<file path="config.mk">
export PLATFORM = sky130hd
export DESIGN_NAME = aes_decrypt_sequencer
export DESIGN_NICKNAME = d
export VERILOG_FILES = /design/src/rtl/aes_decrypt_sequencer.sv
export SDC_FILE = /design/constraint.sdc
export NUM_CORES = 2
export LEC_CHECK = 0
export CORE_ASPECT_RATIO = 2
export CORE_MARGIN = 2
export CORE_UTILIZATION = 32
export CTS_BUF_LIST = sky130_fd_sc_hd__clkbuf_8
export CTS_CLUSTER_DIAMETER = 60
export DETAILED_ROUTE_END_ITERATION = 7
export PLACE_DENSITY = 0.53
export SETUP_SLACK_MARGIN = 0.3
export SLEW_MARGIN = 20
export SYNTH_ARGS = -nofsm -noshare
export SYNTH_HDL_FRONTEND = slang
export SYNTH_SLANG_ARGS = --single-unit
</file>
<file path="constraint.sdc">
create_clock -name clk -period 7.6 [get_ports clk]
set_input_delay 1.52 -clock clk [delete_from_list [all_inputs] [get_ports clk]]
set_output_delay 1.52 -clock clk [all_outputs]
set_load 0.05 [all_outputs]
</file>
<file path="src/rtl/aes_decrypt_sequencer.sv">
// -----------------------------------------------------------------------------
// aes_decrypt_sequencer
//   Iterative AES-128 decryption: one round per clock, with round keys fetched
//   from an external combinational key store.
//
//   Ports
//     clk        rising-edge clock
//     reset      synchronous, active-high reset
//     in_valid   ciphertext block offered
//     in_ready   sequencer can accept a block (IDLE only)
//     in         128-bit ciphertext, byte 0 in [127:120], column-major
//     key_addr   round-key index requested from the key store (0..10)
//     key_in     round key for key_addr, valid in the same cycle
//     out_valid  plaintext available (DONE only)
//     out_ready  consumer accepts out
//     out        128-bit plaintext, driven straight from the state register
//     busy       a block is in flight
//
//   Timing: transfer cycle -> 9 ROUND cycles (keys 9..1) -> 1 FINAL cycle
//   (key 0) -> DONE, held until out_ready is sampled high.
// -----------------------------------------------------------------------------
module aes_decrypt_sequencer (
  input  logic         clk,
  input  logic         reset,
  input  logic         in_valid,
  output logic         in_ready,
  input  logic [127:0] in,
  output logic [3:0]   key_addr,
  input  logic [127:0] key_in,
  output logic         out_valid,
  input  logic         out_ready,
  output logic [127:0] out,
  output logic         busy
);

  typedef enum logic [1:0] {
    IDLE  = 2'd0,
    ROUND = 2'd1,
    FINAL = 2'd2,
    DONE  = 2'd3
  } fsm_e;

  // Inverse S-box, entry 0 in the most significant byte.
  localparam logic [0:255][7:0] INV_SBOX = {
    128'h52096ad53036a538bf40a39e81f3d7fb,
    128'h7ce339829b2fff87348e4344c4dee9cb,
    128'h547b9432a6c2233dee4c950b42fac34e,
    128'h082ea16628d924b2765ba2496d8bd125,
    128'h72f8f66486689816d4a45ccc5d65b692,
    128'h6c704850fdedb9da5e154657a78d9d84,
    128'h90d8ab008cbcd30af7e45805b8b34506,
    128'hd02c1e8fca3f0f02c1afbd0301138a6b,
    128'h3a9111414f67dcea97f2cfcef0b4e673,
    128'h96ac7422e7ad3585e2f937e81c75df6e,
    128'h47f11a711d29c5896fb7620eaa18be1b,
    128'hfc563e4bc6d279209adbc0fe78cd5af4,
    128'h1fdda8338807c731b11210592780ec5f,
    128'h60517fa919b54a0d2de57a9f93c99cef,
    128'ha0e03b4dae2af5b0c8ebbb3c83539961,
    128'h172b047eba77d626e169146355210c7d
  };

  // ---------------------------------------------------------------------------
  // Round primitives. Byte i of the block lives at [127-8*i -: 8]; byte i is
  // row (i % 4), column (i / 4).
  // ---------------------------------------------------------------------------
  function automatic logic [127:0] inv_sub_bytes(input logic [127:0] s);
    logic [127:0] r;
    for (int unsigned i = 0; i < 16; i++) begin
      r[127-8*i -: 8] = INV_SBOX[s[127-8*i -: 8]];
    end
    return r;
  endfunction

  // Row r rotates right by r: out[r][c] = in[r][(c - r) mod 4].
  function automatic logic [127:0] inv_shift_rows(input logic [127:0] s);
    logic [127:0] r;
    for (int unsigned c = 0; c < 4; c++) begin
      for (int unsigned w = 0; w < 4; w++) begin
        r[127-8*(4*c+w) -: 8] = s[127-8*(4*(((c+4)-w)%4)+w) -: 8];
      end
    end
    return r;
  endfunction

  function automatic logic [7:0] xt(input logic [7:0] b);
    return {b[6:0], 1'b0} ^ (b[7] ? 8'h1b : 8'h00);
  endfunction

  function automatic logic [127:0] inv_mix_columns(input logic [127:0] s);
    logic [127:0] r;
    logic [7:0]   a [4];
    logic [7:0]   m9 [4];
    logic [7:0]   m11 [4];
    logic [7:0]   m13 [4];
    logic [7:0]   m14 [4];
    logic [7:0]   x2, x4, x8;
    for (int unsigned c = 0; c < 4; c++) begin
      for (int unsigned w = 0; w < 4; w++) begin
        a[w]   = s[127-8*(4*c+w) -: 8];
        x2     = xt(a[w]);
        x4     = xt(x2);
        x8     = xt(x4);
        m9[w]  = x8 ^ a[w];
        m11[w] = x8 ^ x2 ^ a[w];
        m13[w] = x8 ^ x4 ^ a[w];
        m14[w] = x8 ^ x4 ^ x2;
      end
      r[127-8*(4*c+0) -: 8] = m14[0] ^ m11[1] ^ m13[2] ^ m9[3];
      r[127-8*(4*c+1) -: 8] = m9[0]  ^ m14[1] ^ m11[2] ^ m13[3];
      r[127-8*(4*c+2) -: 8] = m13[0] ^ m9[1]  ^ m14[2] ^ m11[3];
      r[127-8*(4*c+3) -: 8] = m11[0] ^ m13[1] ^ m9[2]  ^ m14[3];
    end
    return r;
  endfunction

  // ---------------------------------------------------------------------------
  // Registers
  // ---------------------------------------------------------------------------
  fsm_e         fsm_q, fsm_d;
  logic [127:0] state_q, state_d;
  logic [3:0]   round_q, round_d;

  always_ff @(posedge clk) begin
    if (reset) begin
      fsm_q   <= IDLE;
      state_q <= '0;
      round_q <= '0;
    end else begin
      fsm_q   <= fsm_d;
      state_q <= state_d;
      round_q <= round_d;
    end
  end

  // ---------------------------------------------------------------------------
  // Next-state logic
  // ---------------------------------------------------------------------------
  always_comb begin
    fsm_d = fsm_q;
    unique case (fsm_q)
      IDLE:    if (in_valid)          fsm_d = ROUND;
      ROUND:   if (round_q == 4'd1)   fsm_d = FINAL;
      FINAL:                          fsm_d = DONE;
      DONE:    if (out_ready)         fsm_d = IDLE;
      default:                        fsm_d = IDLE;
    endcase
  end

  // Datapath: in and key_in are consumed only on the IDLE transfer and in the
  // ROUND/FINAL cycles; everywhere else the state register holds.
  always_comb begin
    state_d = state_q;
    round_d = round_q;
    unique case (fsm_q)
      IDLE: begin
        if (in_valid) begin
          state_d = in ^ key_in;
          round_d = 4'd9;
        end
      end
      ROUND: begin
        state_d = inv_mix_columns(inv_shift_rows(inv_sub_bytes(state_q)) ^ key_in);
        round_d = round_q - 4'd1;
      end
      FINAL: begin
        state_d = inv_sub_bytes(inv_shift_rows(state_q)) ^ key_in;
      end
      default: ;
    endcase
  end

  // ---------------------------------------------------------------------------
  // Outputs: decoded from registered state only.
  // ---------------------------------------------------------------------------
  always_comb begin
    in_ready  = (fsm_q == IDLE);
    busy      = (fsm_q != IDLE);
    out_valid = (fsm_q == DONE);
    out       = state_q;
    unique case (fsm_q)
      ROUND:   key_addr = round_q;
      FINAL:   key_addr = 4'd0;
      default: key_addr = 4'd10;  // IDLE (and DONE) pre-present the first key
    endcase
  end

endmodule

</file>
## Word level (Yosys, flattened, before mapping)

Memories as Yosys holds them, arrays and structs flattened.
Cells that the tools add are included.

- Register bits after elaboration: 134
- ROM bits: 32,768
- Input port bits: 260
- Output and inout bits: 135
- Word-level logic and storage cells: 349
- Memories kept: 16

Memories:

| name | depth | width | rd ports | clocked after memory_dff | write ports | line | RTL |
|---|---|---|---|---|---|---|---|
| (name not given) | 256 | 8 | 1 | 0 | 0 | 70 | `r[127-8*i -: 8] = INV_SBOX[s[127-8*i -: 8]];` |
| (name not given) | 256 | 8 | 1 | 0 | 0 | 70 |  |
| (name not given) | 256 | 8 | 1 | 0 | 0 | 70 |  |
| (name not given) | 256 | 8 | 1 | 0 | 0 | 70 |  |
| (name not given) | 256 | 8 | 1 | 0 | 0 | 70 |  |
| (name not given) | 256 | 8 | 1 | 0 | 0 | 70 |  |
| +10 memories | - | - | - | - | - | - |  |

- Add/subtract/negate cells: 1
- Magnitude comparators: 16
- Equal/unequal tests: 7
- Mux-type cells: 89
- Bitwise operators: 210
- Reductions and logical operators: 7

Operators with widths:

| kind | count |
|---|---|
| 8-bit XOR | 144 |
| 128-bit one-hot mux with 3 select lines | 1 |
| 8-bit by 5-bit XOR with 8-bit output | 48 |
| 8-bit 2-to-1 mux | 32 |
| 128-bit XOR | 2 |
| 5-bit 2-to-1 mux | 48 |
| 9-bit >= comparator (second input constant) | 16 |
| 8-bit inverter with 9-bit output | 16 |
| 128-bit 2-to-1 mux | 1 |
| 4-bit one-hot mux with 2 select lines | 2 |
| 2-bit one-hot mux with 4 select lines | 1 |
| 2-bit 2-to-1 mux | 3 |
| 2-bit equality test (second input constant) | 2 |
| 4-bit by 1-bit equality test with 1-bit output (second input constant) | 1 |
| 4-bit 2-to-1 mux | 1 |
| 2-bit != test (second input constant) | 2 |
| 2-bit AND reduction | 2 |
| 2-bit nonzero test | 2 |
| 4-bit by 1-bit subtractor with 4-bit output (second input constant) | 1 |
| 3-bit AND reduction | 1 |
| 3-bit nonzero test | 1 |
| 2-bit by 1-bit equality test with 1-bit output (second input constant) | 1 |
| 2-bit zero test | 1 |
| 2-bit by 1-bit != test with 1-bit output (second input constant) | 1 |

## Depth between registers and ports, before layout

- Depth in word-level cells: 17
- Mapped depth: 20
- Gate-level depth less buffers: 14

## Least setup slack after synthesis

OpenSTA, ideal clock, no wires.

- Path type: reg2reg
- Start point: register state_q[0] (netlist: out[0])
- End point: register state_q[43] (netlist: out[43])
- Setup time: 142 ps
- Arrival: 5,327 ps
- Required time: 7,458 ps
- Slack: 2,131 ps
- Cell stages (with the launch flop): 18
- Path buffers: 3
- Period minus slack after synthesis: 5,469 ps
- Path through: dfxtp_1 > clkbuf_1 > clkbuf_1 > inv_1 > ha_1 > buf_2 > nor2_1 > nor4_1 > or4_1 > a31oi_1 > a32oi_1 > xnor2_1 > xor3_1 > xnor2_2 > xor2_1 > xnor3_1 > a221oi_1 > a2111oi_1

- Word-level cells in the longest chain between the ends: 13
- Elaborated cells between the ends (all ways): 14
- Those cells by class: mux: 5; bitwise: 8; memory: 1

RTL lines:

| what | line | RTL |
|---|---|---|
| start: declaration | 121 | `logic [127:0] state_q, state_d;` |
| start signal: assignment | 131 | `state_q <= state_d;` |
| 8-bit inverter with 9-bit output (not written as such) (*) | 70 |  |
| memory 256 x 8 bit (*) | - |  |
| 8-bit 2-to-1 mux (not written as such) (*) (2 in a row) | 70 |  |
| 128-bit XOR (*) | 163 | `state_d = inv_mix_columns(inv_shift_rows(inv_sub_bytes(state_q)) ^ key_in);` |
| 5-bit 2-to-1 mux / 8-bit by 5-bit XOR with 8-bit output (equally long branches) | 87 | `return {b[6:0], 1'b0} ^ (b[7] ? 8'h1b : 8'h00);` |
| 8-bit by 5-bit XOR with 8-bit output | 87 |  |
| 8-bit by 5-bit XOR with 8-bit output / 5-bit 2-to-1 mux (equally long branches) | 87 |  |
| 8-bit by 5-bit XOR with 8-bit output | 87 |  |
| 8-bit XOR | 105 | `m11[w] = x8 ^ x2 ^ a[w];` |
| 8-bit XOR (*) | 105 |  |
| 8-bit XOR (*) | 111 | `r[127-8*(4*c+2) -: 8] = m13[0] ^ m9[1] ^ m14[2] ^ m11[3];` |
| 128-bit one-hot mux with 3 select lines (*) | 155 | `unique case (fsm_q)` |

Every way passes the cells marked *; elsewhere a longest branch is shown, timed or not. The select of a mux whose other input is x is not followed.
A chain may end at the register's enable or synchronous reset.

## Worst setup path in the final report

- Start point: register state_q[32] (netlist: out[32])
- End point: register state_q[86] (netlist: out[86])

- Word-level cells in the longest chain between the ends: 13

RTL lines:

| what | line | RTL |
|---|---|---|
| 8-bit inverter with 9-bit output (not written as such) (*) | 70 |  |
| memory 256 x 8 bit (*) | - |  |
| 8-bit 2-to-1 mux (*) | - |  |
| 8-bit 2-to-1 mux (not written as such) (*) | 70 |  |
| 128-bit XOR (*) | 163 |  |
| 5-bit 2-to-1 mux | 87 |  |
| 8-bit by 5-bit XOR with 8-bit output (3 in a row) | 87 |  |
| 8-bit XOR | 106 | `m13[w] = x8 ^ x4 ^ a[w];` |
| 8-bit XOR (*) | 106 |  |
| 8-bit XOR (*) | 110 | `r[127-8*(4*c+1) -: 8] = m9[0] ^ m14[1] ^ m11[2] ^ m13[3];` |
| 128-bit one-hot mux with 3 select lines (*) | 155 |  |

Marks and branches as above.

==> impl_results.md <==
* Total Wirelength at 528,900 um
* Core box area at 235,500 sq um
* CTS tree: built
* Worst Hold Path EP: round_q[1]
* Grt total ovfl at 0
* Crit end category: flop
* CTS HTree Levels at 4
* 1st-pass router iterations at 8
* GR Util met2 at 68.98%
* Post-Route Setup TNS at 0 ps
* Number of synthesized flops with an enable pin at 0
* Flops & latches, synth at 134
* Pins Over Slew Limit at 0
* Fin crit share at 96.81%
* Register clock-pin slew on the reported worst setup and hold paths at 120 ps
* Row Count at 252
* Hold depth at 2
* Port Buffers at 394
* Postcts setup bufs at 0
* Top post-synthesis cells by area: xnor2_1 (6.2%), ha_1 (4.9%), mux4_2 (4.8%)
* Ys async rst share at 0%
* Hold-fix buffers, CTS at 0
* Grt met3 use at 10.51%
* Post-synthesis area per instance at 7.078 sq um
* Initial antenna violation count at 36
* CTS Buf Count at 17
* Tmin final at 7358 ps
* FMAX at 0.1359 GHz
* CTS Sinks at 134
* Post-route antenna net violation count at 0
* Slew HR at 4.822%
* Critical path type: flop to flop
* Tot GR Track Use at 41.72%
* GR peak layer: met2
* Type of origin of the critical path: flop
* Fin. Hold Viols at 0
* Layout net count at 10,880
* Most frequent cells after synthesis: nand2_1 (799), o21ai_0 (705), a21oi_1 (696), nor2_1 (645), clkbuf_1 (580)
* Seq/Total Area, Yosys at 3.536%
* MaxCap Viol Count at 0
* Die height at 692.6 um
* Start point of the worst hold path: round_q[1]
* HPWL Detailed at 394,500 um
* Critical path data required time at 8180 ps
* Share of layout cells above drive strength 1 at 10.59%
* Core Util, Final at 34.81%
* P&R area growth vs syn at 8.092%
* Netlist cell types at 118
* Vias per inst at 7.235
* Yosys warns at 0
* Final setup fails at 0
* Cells on worst reg2reg path at 14
* Largest net degree at the start of global routing at 124
* Syn_nets at 11,280
* Iteration-0 DRC Markers at 14,600
* Cells after synthesis at 10,720
* Die Area at 241,200 sq um
* Maximum clock insertion buffer count at 2
* Io pins at 395
* Most numerous cell in the Yosys netlist: nand2_1
* Reg-to-reg endpoint: out[86]
* First-pass GRT wire length at 733,700 um
* Initial Util at 32.21%
* Synth Cell Area at 75,860 sq um
* Detailed-route wire length per cell at 39.47 um
* Final setup skew at 35.02 ps
* DR vias at 96,950
* Die W at 348.3 um
* Unrepaired setup endpoints after global routing: false
* Setup slack, reg-to-reg at 240 ps
* Worst Hold Class: flop to flop
* Area fraction of the dominant cell type after synthesis at 6.246%
* Reg2Reg Launch Point: out[32]
* Post_cts resized at 0
* Residual DRC at 1
* Vias in the first global route at 91,920
* Max Fanout on Critical Path at 23
* Area leader, netlist: xnor2_1
* Most common flop cell mapped by yosys: dfxtp_1
* Worst-skew pair later-pin latency at 660 ps
* RD Place Congestion at 1.127
* Status: complete, but fails checks
* CTS Root Cell: clkbuf_8
* Failing checks: design-rule violations
* Least-Margin Pin Slew at 1413 ps
* Critical Path AT at 7940 ps
* Routing usage on met1 at 42.44%
[kinds of logic (layout without fill, tap and decap cells)]
family | after synthesis | count (layout) | share of synthesized area (%)
xor+xnor | 1012 | 1012 | 14.53
compound gates | 3954 | 3954 | 36.98
other cells | 0 | 16 | 0
flops | 134 | 134 | 3.536
simple gates | 3480 | 3480 | 23.48
buf+inv | 1475 | 1093 | 8.969
mux | 363 | 363 | 7.551
fa+ha+maj | 300 | 300 | 4.948
[metal layers]
metal / vias to the layer above / routed length [um]
li1: 39910 / -
met5: - / 288
met2: 7803 / 243400
met4: 40 / 64100
met3: 2591 / 50920
met1: 46600 / 170100
[placed cells by master, fill, tap and decap left out, types with 311 or more instances in the layout]
master             n
buf_4            433
clkdlybuf4s50_1  393
xnor2_1          538
a21oi_1          696
nand2b_1         404
o21ai_0          702
nand2_1          797
nor2_1           640
nor3_1           324
nor2b_1          311
[final cells by class]
cell class / instances / area, sq um
multi-input combinational: 9109 / 66600
fill: 25400 / 153500
tap: 3048 / 3814
timing repair buffer: 844 / 7490
antenna: 16 / 40.04
sequential: 134 / 2841
clock inverter: 14 / 151.4
clock buffer: 18 / 247.7
inverter: 217 / 817.0
[worst max-delay path: stages (launching register included)]
cell	delay, ps
dfxtp_1	400
inv_1	330
ha_1	1050
nand2_1	400
a311oi_1	390
o32ai_1	160
a22oi_1	380
o211ai_1	510
xor2_1	1070
xnor2_1	360
xor2_1	290
xnor2_1	530
xor2_1	210
xnor2_1	970
o21a_1	180
[state kept, by name (all words and copies together) (netlist names)]
signal,cells
fsm_q,2
out,128
round_q,4
[worst max-delay path by stage]
| stage | startpoint | to |
|---|---|---|
| 6_report | out[32] | out[86] |
| 3_5_place_dp | out[32] | out[86] |
| 2_1_floorplan | out[0] | out[43] |
| 4_1_cts | out[32] | out[86] |
| 5_1_grt | out[32] | out[86] |
| 3_3_place_gp | out[32] | out[86] |
[per-stage QoR]
stage                     hold slack, ps  instance area [sq um]  cells  worst slack (ps)
after floorplan                    477.8                  75860  10720              2131
after CTS                          525.2                  81790  13380             595.6
after detailed placement           506.4                  81390  13350             702.3
after global placement             497.9                  81370  13340             404.9
after global routing               538.2                  81960  13390             340.7
final                              526.7                  82000  13400             242.3
Power is left out: the tool's default activity adds up to more than one toggle a clock period on the data nets, which glitch-free logic cannot reach.
